--- src/rtl/ahb_bus_arbiter_pkg.sv ---
// ahb_pkg: definitions shared by the AHB-lite blocks (arbiter, masters, bridge).
//   - HTRANS_* : AHB transfer-type encodings
//   - arb_state_t : arbiter FSM state encoding
//   - is_active() : true for the transfer types that carry an address beat
package ahb_pkg;

    localparam logic [1:0] HTRANS_IDLE   = 2'b00;
    localparam logic [1:0] HTRANS_BUSY   = 2'b01;
    localparam logic [1:0] HTRANS_NONSEQ = 2'b10;
    localparam logic [1:0] HTRANS_SEQ    = 2'b11;

    typedef enum logic [1:0] {
        S_IDLE = 2'd0,
        S_OWN0 = 2'd1,
        S_OWN1 = 2'd2
    } arb_state_t;

    // NONSEQ and SEQ are the only real beats; BUSY behaves like IDLE here.
    function automatic logic is_active(input logic [1:0] trans);
        return trans[1];
    endfunction

endpackage

--- src/rtl/ahb_bus_arbiter_if.sv ---
// ahb_bus_arbiter_if: every bus signal around the two-master arbiter.
//   master modport : the surroundings (two masters plus the bridge) that drive
//                    requests, address/data phases, hready and hrdata.
//   slave modport  : the arbiter, which returns grants, the muxed bus to the
//                    bridge and the hready/hrdata fanout to the masters.
interface ahb_bus_arbiter_if #(
    parameter int ADDR_W = 32,
    parameter int DATA_W = 32
);
    // Master side
    logic              m0_hbusreq;
    logic              m1_hbusreq;
    logic [1:0]        m0_htrans;
    logic [1:0]        m1_htrans;
    logic              m0_hwrite;
    logic              m1_hwrite;
    logic [ADDR_W-1:0] m0_haddr;
    logic [ADDR_W-1:0] m1_haddr;
    logic [DATA_W-1:0] m0_hwdata;
    logic [DATA_W-1:0] m1_hwdata;
    logic              m0_hgrant;
    logic              m1_hgrant;
    logic [DATA_W-1:0] m0_hrdata;
    logic [DATA_W-1:0] m1_hrdata;
    logic              m0_hready;
    logic              m1_hready;

    // Bridge side
    logic              hready;
    logic [DATA_W-1:0] hrdata;
    logic [1:0]        htrans;
    logic              hwrite;
    logic [ADDR_W-1:0] haddr;
    logic [DATA_W-1:0] hwdata;
    logic              hready_in;

    modport slave (
        input  m0_hbusreq, m1_hbusreq, m0_htrans, m1_htrans,
               m0_hwrite, m1_hwrite, m0_haddr, m1_haddr,
               m0_hwdata, m1_hwdata, hready, hrdata,
        output m0_hgrant, m1_hgrant, m0_hrdata, m1_hrdata,
               m0_hready, m1_hready, htrans, hwrite, haddr, hwdata, hready_in
    );

    modport master (
        output m0_hbusreq, m1_hbusreq, m0_htrans, m1_htrans,
               m0_hwrite, m1_hwrite, m0_haddr, m1_haddr,
               m0_hwdata, m1_hwdata, hready, hrdata,
        input  m0_hgrant, m1_hgrant, m0_hrdata, m1_hrdata,
               m0_hready, m1_hready, htrans, hwrite, haddr, hwdata, hready_in
    );

endinterface

--- src/rtl/ahb_bus_arbiter_rr_pick.sv ---
// ahb_rr_pick: combinational two-input round-robin picker.
//   req[1:0]   : request from master 1 / master 0
//   last_owner : master that was granted most recently
//   winner     : master to grant (0 or 1); meaningful only when any=1
//   any        : at least one request present
module ahb_rr_pick (
    input  logic [1:0] req,
    input  logic       last_owner,
    output logic       winner,
    output logic       any
);

    // A lone requester wins outright; on a tie the master that did not own
    // the bus last time goes first.
    assign any    = |req;
    assign winner = req[1] & (~req[0] | ~last_owner);

endmodule

--- src/rtl/ahb_bus_arbiter.sv ---
// ahb_bus_arbiter: two-master AHB-lite arbiter in front of the AHB-APB bridge.
// Grants the address phase round-robin, hands over only on transfer
// boundaries, steers write data from the data-phase owner and fans
// hready/hrdata back to both masters.
//   hclk   : bus clock
//   hreset : synchronous active-high reset
//   bus    : ahb_bus_arbiter_if.slave (master requests/beats, bridge bus)
module ahb_bus_arbiter
    import ahb_pkg::*;
#(
    parameter int ADDR_W = 32,
    parameter int DATA_W = 32
) (
    input logic              hclk,
    input logic              hreset,
    ahb_bus_arbiter_if.slave bus
);

    arb_state_t        state;
    logic              last_owner;
    logic              grant0;
    logic              grant1;
    logic              ready_out;
    logic              dp_valid;
    logic              dp_owner;

    logic              pick_winner;
    logic              pick_any;
    logic              bnd0;
    logic              bnd1;
    logic [1:0]        trans_mux;
    logic              write_mux;
    logic [ADDR_W-1:0] addr_mux;
    logic [DATA_W-1:0] wdata_mux;

    ahb_rr_pick u_pick (
        .req        ({bus.m1_hbusreq, bus.m0_hbusreq}),
        .last_owner (last_owner),
        .winner     (pick_winner),
        .any        (pick_any)
    );

    // A transfer boundary: the owner's current beat is not a real transfer
    // and the previous data phase is completing.
    assign bnd0 = bus.hready & ~is_active(bus.m0_htrans);
    assign bnd1 = bus.hready & ~is_active(bus.m1_htrans);

    // Address phase: straight mux from the owner, BUSY forwarded as IDLE.
    always_comb begin
        trans_mux = HTRANS_IDLE;
        write_mux = 1'b0;
        addr_mux  = '0;
        case (state)
            S_OWN0: begin
                trans_mux = is_active(bus.m0_htrans) ? bus.m0_htrans : HTRANS_IDLE;
                write_mux = bus.m0_hwrite;
                addr_mux  = bus.m0_haddr;
            end
            S_OWN1: begin
                trans_mux = is_active(bus.m1_htrans) ? bus.m1_htrans : HTRANS_IDLE;
                write_mux = bus.m1_hwrite;
                addr_mux  = bus.m1_haddr;
            end
            default: ;
        endcase
    end

    // Arbitration FSM with registered grants. Nothing moves while the bridge
    // stalls, so a new owner never starts under a pending data phase.
    always_ff @(posedge hclk) begin
        if (hreset) begin
            state      <= S_IDLE;
            last_owner <= 1'b1;
            grant0     <= 1'b0;
            grant1     <= 1'b0;
            ready_out  <= 1'b0;
        end else begin
            ready_out <= 1'b1;
            case (state)
                S_IDLE: begin
                    if (bus.hready && pick_any) begin
                        if (pick_winner) begin
                            state      <= S_OWN1;
                            grant1     <= 1'b1;
                            last_owner <= 1'b1;
                        end else begin
                            state      <= S_OWN0;
                            grant0     <= 1'b1;
                            last_owner <= 1'b0;
                        end
                    end
                end
                S_OWN0: begin
                    if (bnd0) begin
                        if (bus.m1_hbusreq) begin
                            state      <= S_OWN1;
                            grant0     <= 1'b0;
                            grant1     <= 1'b1;
                            last_owner <= 1'b1;
                        end else if (!bus.m0_hbusreq) begin
                            state  <= S_IDLE;
                            grant0 <= 1'b0;
                        end
                    end
                end
                S_OWN1: begin
                    if (bnd1) begin
                        if (bus.m0_hbusreq) begin
                            state      <= S_OWN0;
                            grant1     <= 1'b0;
                            grant0     <= 1'b1;
                            last_owner <= 1'b0;
                        end else if (!bus.m1_hbusreq) begin
                            state  <= S_IDLE;
                            grant1 <= 1'b0;
                        end
                    end
                end
                default: begin
                    state  <= S_IDLE;
                    grant0 <= 1'b0;
                    grant1 <= 1'b0;
                end
            endcase
        end
    end

    // ---- address phase -> data phase boundary ----
    // The data phase follows whichever master owned the accepted address beat;
    // it freezes while hready is low.
    always_ff @(posedge hclk) begin
        if (hreset) begin
            dp_valid <= 1'b0;
            dp_owner <= 1'b0;
        end else if (bus.hready) begin
            dp_valid <= is_active(trans_mux);
            if (is_active(trans_mux)) begin
                dp_owner <= (state == S_OWN1);
            end
        end
    end

    assign wdata_mux = !dp_valid ? '0 :
                       (dp_owner ? bus.m1_hwdata : bus.m0_hwdata);

    assign bus.m0_hgrant = grant0;
    assign bus.m1_hgrant = grant1;
    assign bus.htrans    = trans_mux;
    assign bus.hwrite    = write_mux;
    assign bus.haddr     = addr_mux;
    assign bus.hwdata    = wdata_mux;
    assign bus.hready_in = ready_out;
    assign bus.m0_hrdata = bus.hrdata;
    assign bus.m1_hrdata = bus.hrdata;
    assign bus.m0_hready = bus.hready;
    assign bus.m1_hready = bus.hready;

endmodule

--- src/flat_wrapper.sv ---
// flat-port wrapper written by rule: the top's interface ports become plain ports
module ahb_bus_arbiter_flat import ahb_pkg::*;
#(
    parameter int ADDR_W = 32,
    parameter int DATA_W = 32
)
  (hclk, hreset, bus_m0_hbusreq, bus_m1_hbusreq, bus_m0_htrans, bus_m1_htrans, bus_m0_hwrite, bus_m1_hwrite, bus_m0_haddr, bus_m1_haddr, bus_m0_hwdata, bus_m1_hwdata, bus_hready, bus_hrdata, bus_m0_hgrant, bus_m1_hgrant, bus_m0_hrdata, bus_m1_hrdata, bus_m0_hready, bus_m1_hready, bus_htrans, bus_hwrite, bus_haddr, bus_hwdata, bus_hready_in);
  ahb_bus_arbiter_if #(.ADDR_W(ADDR_W), .DATA_W(DATA_W)) bus_i ();
  input logic hclk;
  input logic hreset;
  input wire logic [$bits(bus_i.m0_hbusreq)-1:0] bus_m0_hbusreq;
  input wire logic [$bits(bus_i.m1_hbusreq)-1:0] bus_m1_hbusreq;
  input wire logic [$bits(bus_i.m0_htrans)-1:0] bus_m0_htrans;
  input wire logic [$bits(bus_i.m1_htrans)-1:0] bus_m1_htrans;
  input wire logic [$bits(bus_i.m0_hwrite)-1:0] bus_m0_hwrite;
  input wire logic [$bits(bus_i.m1_hwrite)-1:0] bus_m1_hwrite;
  input wire logic [$bits(bus_i.m0_haddr)-1:0] bus_m0_haddr;
  input wire logic [$bits(bus_i.m1_haddr)-1:0] bus_m1_haddr;
  input wire logic [$bits(bus_i.m0_hwdata)-1:0] bus_m0_hwdata;
  input wire logic [$bits(bus_i.m1_hwdata)-1:0] bus_m1_hwdata;
  input wire logic [$bits(bus_i.hready)-1:0] bus_hready;
  input wire logic [$bits(bus_i.hrdata)-1:0] bus_hrdata;
  output wire logic [$bits(bus_i.m0_hgrant)-1:0] bus_m0_hgrant;
  output wire logic [$bits(bus_i.m1_hgrant)-1:0] bus_m1_hgrant;
  output wire logic [$bits(bus_i.m0_hrdata)-1:0] bus_m0_hrdata;
  output wire logic [$bits(bus_i.m1_hrdata)-1:0] bus_m1_hrdata;
  output wire logic [$bits(bus_i.m0_hready)-1:0] bus_m0_hready;
  output wire logic [$bits(bus_i.m1_hready)-1:0] bus_m1_hready;
  output wire logic [$bits(bus_i.htrans)-1:0] bus_htrans;
  output wire logic [$bits(bus_i.hwrite)-1:0] bus_hwrite;
  output wire logic [$bits(bus_i.haddr)-1:0] bus_haddr;
  output wire logic [$bits(bus_i.hwdata)-1:0] bus_hwdata;
  output wire logic [$bits(bus_i.hready_in)-1:0] bus_hready_in;
  assign bus_i.m0_hbusreq = bus_m0_hbusreq;
  assign bus_i.m1_hbusreq = bus_m1_hbusreq;
  assign bus_i.m0_htrans = bus_m0_htrans;
  assign bus_i.m1_htrans = bus_m1_htrans;
  assign bus_i.m0_hwrite = bus_m0_hwrite;
  assign bus_i.m1_hwrite = bus_m1_hwrite;
  assign bus_i.m0_haddr = bus_m0_haddr;
  assign bus_i.m1_haddr = bus_m1_haddr;
  assign bus_i.m0_hwdata = bus_m0_hwdata;
  assign bus_i.m1_hwdata = bus_m1_hwdata;
  assign bus_i.hready = bus_hready;
  assign bus_i.hrdata = bus_hrdata;
  assign bus_m0_hgrant = bus_i.m0_hgrant;
  assign bus_m1_hgrant = bus_i.m1_hgrant;
  assign bus_m0_hrdata = bus_i.m0_hrdata;
  assign bus_m1_hrdata = bus_i.m1_hrdata;
  assign bus_m0_hready = bus_i.m0_hready;
  assign bus_m1_hready = bus_i.m1_hready;
  assign bus_htrans = bus_i.htrans;
  assign bus_hwrite = bus_i.hwrite;
  assign bus_haddr = bus_i.haddr;
  assign bus_hwdata = bus_i.hwdata;
  assign bus_hready_in = bus_i.hready_in;
  ahb_bus_arbiter #(.ADDR_W(ADDR_W), .DATA_W(DATA_W)) u_core (.hclk(hclk), .hreset(hreset), .bus(bus_i));
endmodule
--- config.mk ---
export PLATFORM = sky130hd
export DESIGN_NAME = ahb_bus_arbiter_flat
export DESIGN_NICKNAME = d
export VERILOG_FILES = /design/src/rtl/ahb_bus_arbiter_pkg.sv /design/src/rtl/ahb_bus_arbiter_if.sv /design/src/rtl/ahb_bus_arbiter_rr_pick.sv /design/src/rtl/ahb_bus_arbiter.sv /design/src/flat_wrapper.sv
export SDC_FILE = /design/constraint.sdc
export NUM_CORES = 1
export LEC_CHECK = 0
export CORE_AREA = 5 5 115 117
export DETAILED_ROUTE_END_ITERATION = 8
export DIE_AREA = 0 0 120 122
export GPL_TIMING_DRIVEN = 1
export PLACE_DENSITY = 0.66
export SYNTH_ARGS = -nofsm -noshare
export SYNTH_HDL_FRONTEND = slang
export SYNTH_SLANG_ARGS = --single-unit
--- constraint.sdc ---
create_clock -name hclk -period 2.3 [get_ports hclk]
set_input_delay 0.69 -clock hclk [delete_from_list [all_inputs] [get_ports hclk]]
set_output_delay 0.69 -clock hclk [all_outputs]
set_load 0.01 [all_outputs]
==> results of run 1 <==
## path summary, 6_finish.rpt
check | cells past startpoint | to | slack, ns
worst max register to register | 8 | u_core.last_owner$_SDFFE_PP1P_ | 0.51
worst min register to register | 2 | u_core.dp_valid$_SDFFE_PP0P_ | 0.51
worst min-delay path | 2 | u_core.dp_valid$_SDFFE_PP0P_ | 0.51
worst max-delay path | 4 | bus_haddr[8] | 0.01
## cell type report
class,count,area [µm²]
inverters,4,20.02
flip-flops and latches,8,168.9
repair buffers,243,2273
fillers,1263,8018
multi-input cells,180,1518
clock buffers,3,75.07
well taps,150,187.7
## cell families (layout without fill, tap and decap cells)
kind of cell / Yosys count / count (layout) / share of synthesized area, %
flops: 8 / 8 / 7.569
buf+inv: 90 / 250 / 28.33
mux: 35 / 35 / 16.56
simple gates: 86 / 86 / 25.07
compound gates: 54 / 54 / 19.52
fa+ha+maj: 5 / 5 / 2.957
## per-layer routing
metal / GRT usage (%) / vias to the layer above / share of wire [%]
met3: 4.828 / 15 / 11
met2: 22.41 / 168 / 53
li1: - / 1214 / -
met5: 0 / - / 0.074
met1: 10.96 / 1141 / 35
met4: 2.649 / 2 / 1.2
## tightest hold or removal path, cell delays in order (launching register included)
cell	delay, ns
dfxtp_1	0.33
nand2b_1	0.07
a21oi_1	0.06
## what timing repair did
item / in CTS / in global routing
setup endpoints to repair: 69 / 55
resized for setup: 218 / 67
cloned: 2 / 1
setup buffers: 4 / 2
pin swaps: 4 / 4
hold buffers: 0 / 0
## state kept, by name (all words and copies together) (netlist names)
name,cells
u_core.state,2
u_core.bus.hready_in,1
u_core.bus.m0_hgrant,1
u_core.bus.m1_hgrant,1
u_core.dp_owner,1
u_core.dp_valid,1
u_core.last_owner,1
## cells in the mapped netlist, types with 2 or more instances
cell       n  area (µm²)
nor2b_1   67       419.2
buf_4     66       495.5
mux2i_1   35       350.3
a22oi_1   34       255.2
buf_2     11       55.05
clkbuf_1   8       30.03
dfxtp_1    8       160.2
ha_1       5       62.56
a21oi_1    4       20.02
inv_1      4       15.01
nand2_1    4       15.01
nand3_1    3       15.01
nor2_1     3       11.26
a211o_1    2       17.52
a31oi_1    2       12.51
nand2b_1   2       12.51
nand3b_1   2       15.01
## power breakdown
| part | switching, mW | internal, mW |
|---|---|---|
| registers | 0.0444 | 0.187 |
| clock network | 0.0676 | 0.224 |
| logic | 0.987 | 1.49 |
## stage by stage
stage	setup WS [ns]	util [%]	setup TNS [ns]
5_1_grt	-0.02738	34.61	-0.1208
2_1_floorplan	0.2121	-	0
4_1_cts	-0.06004	34.06	-0.06004
3_5_place_dp	-0.6384	33.36	-20.65
6_report	0.01203	34.61	0
3_3_place_gp	-0.6686	33.36	-19.83
==> results by group, run 1 <==
Clock network
  • TritonCTS clock tree: built
  • CTS root buf: clkbuf_16
  • Total CTS buffers: 3
  • H-tree Lvls: 1
  • Worst-skew pair later-pin latency: 0.23 ns
  • Clock edge transition at the registers on the reported setup and hold paths: 0.04 ns
  • CTS Buffer Depth: 2
  • Sink Count: 8

Place
  • Placed Cells incl. Taps: 576
  • Placed cell area: 4090 µm²
  • Port bufs: 210
  • Post-DP HPWL: 7648 µm
  • Gpl congestion: 0.8262

Pwr
  • Pwr per Cell Area: 707.9 nW/µm²
  • VDD IR max: 0.4190 mV
  • Total power: 3.004 mW
  • Leak: 1.635 nW

Timing
  • Hold Slack: 0.5100 ns
  • Final setup skew: 0.001339 ns
  • Worst rel slew slack: 81.53%
  • Final setup fails: 0
  • Slew @ Worst Pin: 0.2763 ns
  • Highest Clock Rate: 437.1 MHz
  • Max-slew violation count: 0
  • Part of the cycle the worst path needs: 99.48%
  • Min Clock Period, post-route: 2.288 ns
  • RSZ-0062 raised after global routing: true
  • Final Hold Viols: 0

GRT
  • Initial antenna violation count: 1
  • Largest net degree at the start of global routing: 33
  • First-pass GRT wire length: 13630 µm
  • GRT overflow: 0
  • GR Util All Layers: 11.41%
  • Vias in the first global route: 2759

Routing
  • TritonRoute pass-1 iters: 4
  • Vias/cell: 4.320
  • Iter 0 DRT Violations: 31
  • Wirelength, routed: 9431 µm
  • DR vias: 2540
  • DRC viols: 0
  • Routed Antenna Nets: 0
  • WL/cell: 16.04 µm

Die
  • Number of cell rows: 41
  • I/O pins: 307
  • Core Box Area: 12260 µm²
  • Die Wd: 120 µm
  • Die H: 122 µm
  • Initial Util: 17.26%
  • Die area: 14640 µm²

Yosys
  • Post-synth EDFFs: 0
  • Synth warn: 0
  • Mapped Area: 2116 µm²
  • Main synth FF type: dfxtp_1
  • Synth Instances: 278
  • Sequential fraction of the synthesis area: 7.569%
  • Ys async rst share: 0%
  • Mapped Avg Cell Area: 7.611 µm²
  • Syn_nets: 454
  • Seq cells post-synth: 8
  • Post-synth cell types: 35

Critical path
  • Data arrival time of the worst path: 1.60 ns
  • Worst Setup End Kind: output port
  • Worst EP required: 1.61 ns
  • Setup CP Type: input pin to output port
  • Crit-path leading delay family: buffers and inverters
  • RR Startpoint: u_core.state[1]$_SDFFE_PP0P_
  • Crit Path Max Fanout: 1
  • Startpoint types: input pin
  • Crit. Startpoint: bus_m1_haddr[8]
  • CP max stage delay: 0.43 ns
  • WP buf/inv: 2
  • CP max-delay cell: clkdlybuf4s50_1
  • Worst path cell trace: clkdlybuf4s50_1 > a22oi_2 > nor2b_2 > clkdlybuf4s15_2

Final layout
  • Final Non-Filler Cells: 588
  • Finished Cell Area: 4243 µm²
  • Layout cell share with drive strength beyond 1: 30.82%
  • P&R area growth vs syn: 100.5%
  • Commonest non-fill, non-tap cell in the layout: clkdlybuf4s50_1
  • Most frequent cells in the layout: clkdlybuf4s50_1 (136), nor2b_1 (61), mux2i_1 (35)
  • Nets: 616
  • # diodes: 0

Min path
  • Hold path start: u_core.dp_valid$_SDFFE_PP0P_
  • Hold Path Class: flop to flop

Flow run
  • Max_cap viols: 0

Status
  • Status: finished, final reports clean
(Power assumes the default switching activity.)
==> inputs of run 2 (changes only) <==
- SETUP_SLACK_MARGIN: not set -> 0.4
- SKIP_LAST_GASP: not set -> 1
==> run 2 against run 1 <==
Net effect:
- worst setup slack gained 0.084 ns
- clock power grew 2%
- wire length grew 11%
- combinational power grew 12%
- critical path depth grew 3
- via count grew 3.3%
- register-to-register slack lost 0.07 ns
- core utilization grew 2.0 points
- non-clock buffer count grew 17
- global-route usage grew 1.8 points
- critical endpoint is now bus_haddr[30]
==> results by group, run 2 (same netlist as run 1, synthesis figures left out) <==
Clock network
  • Worst-skew pair later-pin latency: 0.24 ns (was 0.23 ns)
  • Clock edge transition at the registers on the reported setup and hold paths: 0.04 ns (about the same)
  • Sink Count: 8 (unchanged)
  • H-tree Lvls: 1 (unchanged)
  • CTS root buf: clkbuf_16 (unchanged)
  • CTS Hold Bufs: 0 (unchanged)
  • CTS Buffer Depth: 2 (unchanged)
  • Total CTS buffers: 3 (unchanged)
  • TritonCTS clock tree: built (unchanged)

Routing
  • Routed Antenna Nets: 0 (unchanged)
  • WL/cell: 17.34 µm (was 16.04 µm)
  • TritonRoute pass-1 iters: 4 (unchanged)
  • Vias/cell: 4.332 (was 4.320)
  • Wirelength, routed: 10510 µm (was 9431 µm)
  • Iter 0 DRT Violations: 28 (was 31)
  • DRC viols: 0 (unchanged)
  • DR vias: 2625 (was 2540)

Place
  • Gpl congestion: 0.8052 (was 0.8262)
  • Placed cell area: 4133 µm² (was 4090 µm²)
  • Pre-CTS worst setup slack: -0.5048 ns (was -0.6384 ns)
  • Placed Cells incl. Taps: 576 (unchanged)
  • Post-DP HPWL: 8009 µm (was 7648 µm)
  • Port bufs: 210 (unchanged)

GRT
  • Met2 usage: 24.38% (was 22.41%)
  • Initial antenna violation count: 2 (was 1)
  • Largest net degree at the start of global routing: 33 (unchanged)
  • Vias in the first global route: 2880 (was 2759)
  • Layer with the highest usage: met2 (unchanged)
  • GR Util met1: 13.60% (was 10.96%)
  • GRT overflow: 0 (unchanged)
  • GR Util All Layers: 13.18% (was 11.41%)
  • GR Util met3: 4.735% (was 4.828%)
  • First-pass GRT wire length: 15490 µm (was 13630 µm)

Critical path
  • Data arrival time of the worst path: 1.51 ns (was 1.60 ns)
  • Worst Setup End Kind: output port (unchanged)
  • Worst EP required: 1.61 ns (about the same)
  • Crit Path Max Fanout: 8 (was 1)
  • Setup CP Type: flop to output port (was input pin to output port)
  • Startpoint types: flop (was input pin)

Timing
  • Final Hold Viols: 0 (unchanged)
  • Final setup fails: 0 (unchanged)
  • Min Clock Period, post-route: 2.204 ns (was 2.288 ns)
  • Slew @ Worst Pin: 0.3177 ns (was 0.2763 ns)
  • Part of the cycle the worst path needs: 95.83% (was 99.48%)
  • Worst rel slew slack: 78.82% (was 81.53%)
  • Setup ws final: 0.09596 ns (was 0.01203 ns)
  • Max-slew violation count: 0 (unchanged)
  • Final setup skew: 0.002661 ns (was 0.001339 ns)
  • RSZ-0062 raised after global routing: true (unchanged)
  • Highest Clock Rate: 453.7 MHz (was 437.1 MHz)

Die
  • Die area: 14640 µm² (unchanged)
  • Initial Util: 17.26% (unchanged)
  • Die H: 122 µm (unchanged)
  • Die Wd: 120 µm (unchanged)
  • I/O pins: 307 (unchanged)
  • Core Box Area: 12260 µm² (unchanged)
  • Number of cell rows: 41 (unchanged)

Final layout
  • Finished Cell Area: 4489 µm² (was 4243 µm²)
  • Util after Layout: 36.62% (was 34.61%)
  • Most flops, register: u_core.state (unchanged)
  • Filler cell count: 1282 (was 1263)
  • Most frequent cells in the layout: buf_2 (71), dlygate4sd2_1 (56), nor2b_1 (46) (was clkdlybuf4s50_1 (136), nor2b_1 (61), mux2i_1 (35))
  • Largest register FFs: 2 (unchanged)
  • Nets: 633 (was 616)
  • Commonest non-fill, non-tap cell in the layout: buf_2 (was clkdlybuf4s50_1)
  • Layout cell share with drive strength beyond 1: 44.18% (was 30.82%)
  • Final Non-Filler Cells: 606 (was 588)
  • P&R area growth vs syn: 112.2% (was 100.5%)

Pwr
  • Pwr per Cell Area: 736.4 nW/µm² (was 707.9 nW/µm²)
  • Total power: 3.306 mW (was 3.004 mW)
  • VDD IR max: 0.5865 mV (was 0.4190 mV)
  • Leak: 1.930 nW (was 1.635 nW)

Flow run
  • Max_cap viols: 0 (unchanged)

Status
  • Status: finished, final reports clean (unchanged)

Min path
  • Hold Path Class: flop to flop (unchanged)
-- run 2: final cells by class --
| type | count | area [µm²] | area share (%) |
|---|---|---|---|
| Antenna cell | 1 | 2.502 | 0.05574 |
| Clock buffer | 3 | 75.07 | 1.672 |
| Inverter | 4 | 20.02 | 0.4459 |
| Multi-Input combinational cell | 180 | 1650 | 36.76 |
| Sequential cell | 8 | 171.4 | 3.818 |
| Tap cell | 150 | 187.7 | 4.181 |
| Timing Repair Buffer | 260 | 2382 | 53.07 |
-- run 2: per-stage QoR --
stage / hold WS [ns] / TNS [ns]
after global routing: 0.5509 / 0
after floorplan: 0.4635 / 0
after global placement: 0.4936 / -19.63
final: 0.5058 / 0
after CTS: 0.5114 / 0
after detailed placement: 0.5017 / -20.19
-- run 2: power breakdown --
part           leakage [nW]  switching, mW  internal, mW
combinational          1.82           1.12          1.66
sequential           0.0680         0.0388         0.186
clock                0.0370         0.0741         0.225
total                  1.93           1.24          2.07
-- run 2: routing by layer --
metal	routed length [µm]	up-vias
met3	1221	28
met4	334	2
met2	5286	177
met5	7	-
li1	-	1260
met1	3661	1158
-- run 2: path summary, 6_finish.rpt --
path | end | slack [ns] | cells after the start | startpoint
worst max-delay path | bus_haddr[30] | 0.1 | 7 | u_core.state[0]$_SDFFE_PP0P_
worst min register to register | u_core.dp_valid$_SDFFE_PP0P_ | 0.51 | 2 | u_core.dp_valid$_SDFFE_PP0P_
worst min-delay path | u_core.dp_valid$_SDFFE_PP0P_ | 0.51 | 2 | u_core.dp_valid$_SDFFE_PP0P_
worst max register to register | u_core.state[0]$_SDFFE_PP0P_ | 0.44 | 9 | u_core.state[0]$_SDFFE_PP0P_
-- run 2: what timing repair did --
item / 4_1_cts / 5_1_grt
pin swaps: 25 / 18
resized for setup: 482 / 16
endpoints found under the setup margin: 74 / 70
buffers inserted: 14 / 3
gates cloned: 8 / 1
-- run 2: worst max-delay path, cell delays in order (launching register included) --
cell and delay (ns):
dfxtp_4 0.35, buf_6 0.12, ha_4 0.16, buf_12 0.15, buf_16 0.14, a22oi_2 0.17
nor2b_2 0.05, buf_2 0.14
